$ cat src/rtl/fpu_pkg.sv
// fpu_pkg: shared types for the multiplier arbiter slice.
// Holds the arbiter FSM state encoding and the default FP width.
package fpu_pkg;

  localparam int FPBITS_DEFAULT = 32;

  typedef enum logic [2:0] {
    IDLE,
    SEND_A,
    SEND_B,
    WAIT_Z,
    RESP
  } arb_state_t;

endpackage

$ cat src/rtl/rr_arbiter.sv
// rr_arbiter: combinational round-robin pick, first set bit after ptr.
// Ports: req, ptr in; grant (onehot), grant_idx, any out.
module rr_arbiter #(
  parameter int NUM_REQ = 4,
  parameter int ID_W    = $clog2(NUM_REQ)
) (
  input  logic [NUM_REQ-1:0] req,
  input  logic [ID_W-1:0]    ptr,
  output logic [NUM_REQ-1:0] grant,
  output logic [ID_W-1:0]    grant_idx,
  output logic               any
);

  int idx;

  // Scan from the farthest offset down to ptr+1 so the
  // nearest requester after ptr is the last one written.
  always_comb begin
    idx       = 0;
    grant_idx = '0;
    any       = 1'b0;
    for (int k = NUM_REQ; k >= 1; k--) begin
      idx = (int'(ptr) + k) % NUM_REQ;
      if (req[ID_W'(idx)]) begin
        grant_idx = ID_W'(idx);
        any       = 1'b1;
      end
    end
  end

  always_comb begin
    grant = '0;
    if (any) grant[grant_idx] = 1'b1;
  end

endmodule

$ cat src/rtl/fpu_mult_arbiter.sv
// fpu_mult_arbiter: shares one fpu_multiplier among NUM_REQ lanes.
// Ports: req_* (valid/a/b/ready), resp_* (valid/z/ready),
//  input_a/b + stb/ack and output_z + stb/ack to the multiplier,
//  busy (not IDLE), grant_id (current/last grant).
module fpu_mult_arbiter
  import fpu_pkg::*;
#(
  parameter int NUM_REQ = 4,
  parameter int FPBITS  = FPBITS_DEFAULT,
  parameter int ID_W    = $clog2(NUM_REQ)
) (
  input  logic                           clk,
  input  logic                           rst,
  input  logic [NUM_REQ-1:0]             req_valid,
  input  logic [NUM_REQ-1:0][FPBITS-1:0] req_a,
  input  logic [NUM_REQ-1:0][FPBITS-1:0] req_b,
  output logic [NUM_REQ-1:0]             req_ready,
  output logic [NUM_REQ-1:0]             resp_valid,
  output logic [FPBITS-1:0]              resp_z,
  input  logic [NUM_REQ-1:0]             resp_ready,
  output logic [FPBITS-1:0]              input_a,
  output logic                           input_a_stb,
  input  logic                           input_a_ack,
  output logic [FPBITS-1:0]              input_b,
  output logic                           input_b_stb,
  input  logic                           input_b_ack,
  input  logic [FPBITS-1:0]              output_z,
  input  logic                           output_z_stb,
  output logic                           output_z_ack,
  output logic                           busy,
  output logic [ID_W-1:0]                grant_id
);

  arb_state_t state_q, state_d;

  logic [ID_W-1:0]    ptr_q;
  logic [ID_W-1:0]    gid_q;
  logic [FPBITS-1:0]  a_q;
  logic [FPBITS-1:0]  b_q;
  logic [FPBITS-1:0]  z_q;
  logic               zack_q;

  logic [NUM_REQ-1:0] pick_oh;
  logic [ID_W-1:0]    pick_id;
  logic               pick_any;

  logic               take;
  logic               z_hit;
  logic               done;

  rr_arbiter #(
    .NUM_REQ(NUM_REQ),
    .ID_W   (ID_W)
  ) u_rr (
    .req      (req_valid),
    .ptr      (ptr_q),
    .grant    (pick_oh),
    .grant_idx(pick_id),
    .any      (pick_any)
  );

  assign take  = (state_q == IDLE) && pick_any;
  assign z_hit = (state_q == WAIT_Z) && output_z_stb;
  assign done  = (state_q == RESP) && resp_ready[gid_q];

  always_ff @(posedge clk or posedge rst) begin
    if (rst) state_q <= IDLE;
    else     state_q <= state_d;
  end

  always_comb begin
    state_d     = state_q;
    req_ready   = '0;
    resp_valid  = '0;
    input_a_stb = 1'b0;
    input_b_stb = 1'b0;
    unique case (state_q)
      IDLE: begin
        if (pick_any) begin
          req_ready = pick_oh;
          state_d   = SEND_A;
        end
      end
      SEND_A: begin
        input_a_stb = 1'b1;
        if (input_a_ack) state_d = SEND_B;
      end
      SEND_B: begin
        input_b_stb = 1'b1;
        if (input_b_ack) state_d = WAIT_Z;
      end
      WAIT_Z: begin
        if (output_z_stb) state_d = RESP;
      end
      RESP: begin
        resp_valid[gid_q] = 1'b1;
        if (resp_ready[gid_q]) state_d = IDLE;
      end
      default: state_d = IDLE;
    endcase
  end

  // Pointer starts at the last index so lane 0 wins first.
  always_ff @(posedge clk or posedge rst) begin
    if (rst) begin
      ptr_q  <= ID_W'(NUM_REQ - 1);
      gid_q  <= '0;
      a_q    <= '0;
      b_q    <= '0;
      z_q    <= '0;
      zack_q <= 1'b0;
    end else begin
      zack_q <= 1'b0;
      if (take) begin
        a_q   <= req_a[pick_id];
        b_q   <= req_b[pick_id];
        gid_q <= pick_id;
      end
      // Ack is registered: one cycle, aligned with RESP entry.
      if (z_hit) begin
        z_q    <= output_z;
        zack_q <= 1'b1;
      end
      if (done) ptr_q <= gid_q;
    end
  end

  assign input_a      = a_q;
  assign input_b      = b_q;
  assign resp_z       = z_q;
  assign output_z_ack = zack_q;
  assign busy         = (state_q != IDLE);
  assign grant_id     = gid_q;

endmodule

$ cat config.mk
export PLATFORM = sky130hd
export DESIGN_NAME = fpu_mult_arbiter
export DESIGN_NICKNAME = d
export VERILOG_FILES = /design/src/rtl/fpu_pkg.sv /design/src/rtl/rr_arbiter.sv /design/src/rtl/fpu_mult_arbiter.sv
export SDC_FILE = /design/constraint.sdc
export NUM_CORES = 1
export LEC_CHECK = 0
export CAP_MARGIN = 10
export CORE_AREA = 2 2 159 161
export DETAILED_ROUTE_END_ITERATION = 10
export DIE_AREA = 0 0 161 163
export GPL_TIMING_DRIVEN = 0
export PLACE_DENSITY_LB_ADDON = 0.05
export SETUP_SLACK_MARGIN = 0.5
export SLEW_MARGIN = 20
export SYNTH_ARGS = -nofsm -noshare
export SYNTH_HDL_FRONTEND = slang
export SYNTH_HIERARCHICAL = 1
export SYNTH_SLANG_ARGS = --single-unit
$ cat constraint.sdc
create_clock -name clk -period 8.8 [get_ports clk]
set_clock_uncertainty 0.1 [all_clocks]
set_input_delay 1.32 -clock clk [delete_from_list [all_inputs] [get_ports clk]]
set_output_delay 1.32 -clock clk [all_outputs]
set_load 0.03 [all_outputs]
After elaboration in Yosys (flattened, before gate mapping)
Index checks and enable logic that the tools add are counted.
Widths: inputs -> output; s select.
- $add $sub $neg: 4
- multiply operators: 0
- divide/modulo/power cells: 0
- order comparisons: 8
- equal/unequal tests: 9
- shift operators: 0
- mux-type cells: 42
- bitwise operators: 0
- reduce and logical (&&, ||, !) cells: 8
- operators by type and width (kind ; number):
    $bmux 32 s2 ; 2
    $mux 32 ; 2
    $mux 1 ; 18
    $lt 2x4->1 const B ; 4
    $mux 3 ; 5
    $pmux 3 s5 ; 1
    $mux 4 ; 3
    $bmux 1 s2 ; 5
    $mux 2 ; 4
    $ne 2x2->1 const B ; 4
    $eq 3x2->1 const B ; 2
    $lt 2x3->1 const B ; 2
    $logic_and 1x1->1 ; 5
    $reduce_and 5->1 ; 1
    $add 2x1->2 const B ; 2
    $add 2x2->2 const B ; 2
    $demux 1 s2 ; 2
    $ge 2x1->1 const B ; 2
    $eq 3x1->1 const B ; 1
    $eq 3x3->1 const B ; 1
    $logic_not 3->1 ; 1
    $reduce_bool 3->1 ; 1
    $ne 2x1->1 const B ; 1
- flip-flop bits (word level): 104
- bits in latches: 0
- memory bits (writable): 0
- memory bits (read-only): 0
- input bits: 301
- output and inout port bits: 110
- word-level logic and storage cells: 78
- memories: 0

Longest topological paths before layout
- depth after elaboration: 14
- depth in mapped cells: 8
- gate-level depth less buffers: 5

Hierarchy
Netlist, hierarchy kept.
- by module, submodules not included (module ; times used ; cells each ; area an instance (sq um) ; seq. area each (sq um)):
    fpu_mult_arbiter ; 1 ; 331 ; 5665.4 ; 2605.0
    rr_arbiter ; 1 ; 32 ; 219.0 ; 0.0

Worst setup path before layout
Ideal clock, no wire load.
- path kind: input -> output
- start point: in req_valid[3]
- end point: out req_ready[0]
- arrival: 2657 ps
- required time: 7380 ps
- path slack: 4723 ps
- stages on the path: 6
- path buffers: 2
- cell sequence: buf_2 > nor2_1 > nand2_1 > nor4b_4 > buf_6 > and2_1
- elaborated cells on any way between the ends: 27
- those cells by class: order compare (2); mux (24); reduce/logical (1)
- RTL lines (what ; RTL line ; RTL):
    start, declared ; fpu_mult_arbiter.sv:14 ; input logic [NUM_REQ-1:0] req_valid,
    $bmux 1 s2 ; rr_arbiter.sv:24 ; if (req[ID_W'(idx)]) begin
    $mux 1 (implied by the code) (2 in a row) ; rr_arbiter.sv:24 ;
    $mux 1 (3 in a row) ; rr_arbiter.sv:24 ;
    $mux 1 (*) ; rr_arbiter.sv:24 ;
    named net pick_any ; fpu_mult_arbiter.sv:45 ; logic pick_any;
    $mux 4 (*) ; fpu_mult_arbiter.sv:79 ; if (pick_any) begin
    $mux 4 (*) ; fpu_mult_arbiter.sv:77 ; unique case (state_q)
    end, declared ; fpu_mult_arbiter.sv:17 ; output logic [NUM_REQ-1:0] req_ready,
Mark *: on every way through the listed nets, which the timed path passes. The rest lies on a longest branch. The select of a mux whose other input is x is not followed.

Final worst setup path
- start point: in req_valid[1]
- end point: out req_ready[0]
The elaborated chain is that of the path after synthesis.

==> impl_metrics.toml <==
[setup_path]
worst_r2r_endpoint = "input_b[29]"
setup.reg_to_reg.worst_slack_ps = 6020
cells_traversed_along_the_worst_timing_path = "clkdlybuf4s50_1 > nor2_1 > nand2_1 > nor4b_4 > buf_6 > and2_1 > clkdlybuf4s50_1"
timing.critical_path.required_ps = 7380
worstSetupStartpointType = "input port"
worst_path_max_delay_cell = "sky130_fd_sc_hd__nor4b_4"
cp_slowest_stage_delay_ps = 710
critical_path_class = "in -> out"
path_depth = 7
reg2reg_depth = 8
critPathCapture = "req_ready[0]"
crit_end_element = "output pin"
path_max_fanout = 10
reg2reg_from = "ptr_q[0]"
cp_buf_inv_count = 3
largest_delay_contributor_family_on_the_critical_path = "buffers and inverters"
crit_startpoint = "req_valid[1]"
crit_path_frequent_cell = "sky130_fd_sc_hd__clkdlybuf4s50_1"
critPathArrivalTime_ps = 3900

[finish]
synthToLayoutAreaGrowth_pct = 82.46
utilization_pct = 43.51
final_nets = 1084
most_frequent_cells_in_the_layout = "sky130_fd_sc_hd__clkdlybuf4s50_1, sky130_fd_sc_hd__dfrtp_1, sky130_fd_sc_hd__mux2_2"
post_layout_nonfiller_instances = 1119
fin_area_um2 = 10740
leading_cell_type_in_the_layout_fill_and_taps_excluded = "sky130_fd_sc_hd__clkdlybuf4s50_1"
layout-drive-gt1-share_pct = 27.16

[yosys]
syn-mean-instance-area_um2 = 16.21
synth_top_flop_cell = "sky130_fd_sc_hd__dfrtp_1"
synth_seq_area_share_pct = 44.27
yosys.area.top_type = "sky130_fd_sc_hd__dfrtp_1"
netlist-cell-type-count = 40
ys_ff_latch = 104
synthCells = 363
post_synth_instance_area_um2 = 5884
yosysWarnings = 6
synthArstFlopShare_pct = 100.0
ys_top_cells_by_area = "sky130_fd_sc_hd__dfrtp_1, sky130_fd_sc_hd__mux4_2, sky130_fd_sc_hd__mux2_2"
synth.top_cell.area_share_pct = 43.38
post_synthesis_net_count = 664
synth-edff-count = 0

[timing]
timing.final.hold_violations = 0
final_setup_violation_count = 0
tightestPinTransition_ps = 853.0
fin_crit_sh_pct = 60.47
rsz_0062_raised_after_global_routing = "false"
achievable-frequency_mhz = 187.9
finalMaxSlewViolations = 0
min_period_ps = 5321
slew_headroom_pct = 42.90
finalSetupTns_ps = 0

[outcome]
outcome = "finished clean"

[global_routing]
global_route.usage.total_pct = 16.42
pin_count_of_the_biggest_net_entering_global_routing = 59
antenna_violations_before_repair = 1
grt_overflow_total = 0
via_count_of_the_first_global_routing_pass = 5539
grt_pass1_wl_um = 32420

[route]
drt-wirelength-per-cell_um = 19.66
tritonroute_pass_1_iters = 4
routed_via_count = 4983
detail-route-antenna-nets = 0
dr.first_iter.drc_count = 195
route.final.wire_length_um = 22000
residual_drc = 0
viasPerCell = 4.453

[floorplan]
die_width_um = 161
core_area_um2 = 24670
die_area_um2 = 26240
floorplan.rows = 58
start_util_pct = 23.85
boundaryPins = 411
dieHeight_um = 163

[clock_network]
clock_tree.buffer_depth = 2
tritoncts = "yes"
post-cts-setup-buffers = 0
post_cts_hold_buffer_count = 0
numCtsBuffers = 9
cts-htree-levels = 3
path_clk_slew_ps = 60
clock-sinks = 104
clkLatencyLatePin_ps = 350
cts_resized = 0
cts.root.buffer_cell = "sky130_fd_sc_hd__clkbuf_16"

[placement]
globalplace.congestion = 0.7714
detailed_place.area_um2 = 10410
port-buffer-count = 408
number_of_instances_in_the_placed_design = 1102
dp_hpwl_um = 18010

[pwr]
report.power.total_uw = 3430
power_leakage_uw = 0.004152
ir_worst_vdd_v = 0.0001420
pwr_density_cell_nw_per_um2 = 319.5

[hold_path]
hold_path.class = "reg -> reg"

[run]
drv.max_cap_violation_count = 0
==> metrics by stage <==
| step | hold WS, ps | setup slack [ps] |
|---|---|---|
| global placement | 387.7 | 2765 |
| detailed placement | 393.0 | 3366 |
| floorplan | 387.3 | 4651 |
| global route | 418.1 | 3254 |
| finish | 405.7 | 3479 |
| CTS | 408.0 | 3354 |
==> area by class of cell <==
type | count | area, µm²
antenna | 1 | 2.502
inverter | 5 | 23.77
clock buffer | 10 | 229.0
timing repair buffer | 409 | 4111
tap | 330 | 412.9
multi-input combinational | 222 | 3013
clock inverter | 6 | 91.34
fill | 2307 | 13940
buffer | 32 | 247.7
sequential | 104 | 2605
==> metal layers <==
layer / part of all wire [%] / routed length, µm / track usage, %
met5: 0 / 0 / 0
met4: 1.9 / 410 / 5.073
met3: 8.6 / 1882 / 5.322
met2: 53 / 11600 / 29.59
met1: 37 / 8103 / 18.46
==> power by group <==
part	total, µW	internal [µW]	switching [µW]	leakage (µW)
clock	439	252	187	0.000157
combinational	2130	1090	1040	0.00277
sequential	858	729	129	0.00122
total	3430	2070	1360	0.00415
==> worst register-to-register path, cell delays in order (launching register included) <==
cell	delay (ps)
sky130_fd_sc_hd__dfstp_2	390
sky130_fd_sc_hd__buf_6	130
sky130_fd_sc_hd__nand2b_4	140
sky130_fd_sc_hd__a22o_1	190
sky130_fd_sc_hd__a211oi_2	290
sky130_fd_sc_hd__buf_6	220
sky130_fd_sc_hd__clkbuf_1	520
sky130_fd_sc_hd__mux4_2	410
sky130_fd_sc_hd__mux2_2	280
==> worst min-delay path by stage <==
stage                    start          to  slack, ps  depth (start not counted)
floorplan             ptr_q[0]    ptr_q[0]        390                          2
CTS                 resp_z[10]  resp_z[10]        410                          1
global route        resp_z[10]  resp_z[10]        420                          1
detailed placement  resp_z[10]  resp_z[10]        390                          1
finish              resp_z[10]  resp_z[10]        410                          1
global placement    resp_z[16]  resp_z[16]        390                          1
==> synthesized netlist by cell type, types with 2 or more instances <==
cell	instances
sky130_fd_sc_hd__clkbuf_1	6
sky130_fd_sc_hd__dfstp_2	2
sky130_fd_sc_hd__buf_6	12
sky130_fd_sc_hd__inv_1	5
sky130_fd_sc_hd__buf_2	8
sky130_fd_sc_hd__a21oi_1	5
sky130_fd_sc_hd__nand3b_1	2
sky130_fd_sc_hd__o21a_1	2
sky130_fd_sc_hd__nor3_1	2
sky130_fd_sc_hd__and2_1	5
sky130_fd_sc_hd__mux2_2	89
sky130_fd_sc_hd__nand2_1	6
sky130_fd_sc_hd__dfrtp_1	102
sky130_fd_sc_hd__nor2_1	6
sky130_fd_sc_hd__o21ai_0	4
sky130_fd_sc_hd__nor2b_1	2
sky130_fd_sc_hd__mux2_4	10
sky130_fd_sc_hd__mux4_2	65
sky130_fd_sc_hd__nor3b_1	3
sky130_fd_sc_hd__buf_4	5
sky130_fd_sc_hd__nand2b_1	3
==> registers in the layout (all words and copies together) (netlist names) <==
signal	flops
ptr_q	2
input_a	32
state_q	3
resp_z	32
input_b	32
grant_id	2
output_z_ack	1
==> logic make-up (layout without fill, tap and decap cells) <==
kind of cell / count (synthesis) / count (layout) / synth area share [%]
compound gates: 23 / 23 / 2.786
buf+inv: 37 / 462 / 4.529
flops: 104 / 104 / 44.27
mux: 165 / 165 / 44.63
other cells: 0 / 1 / 0
simple gates: 34 / 34 / 3.785
Note: power is estimated with default switching activity, not from simulation.
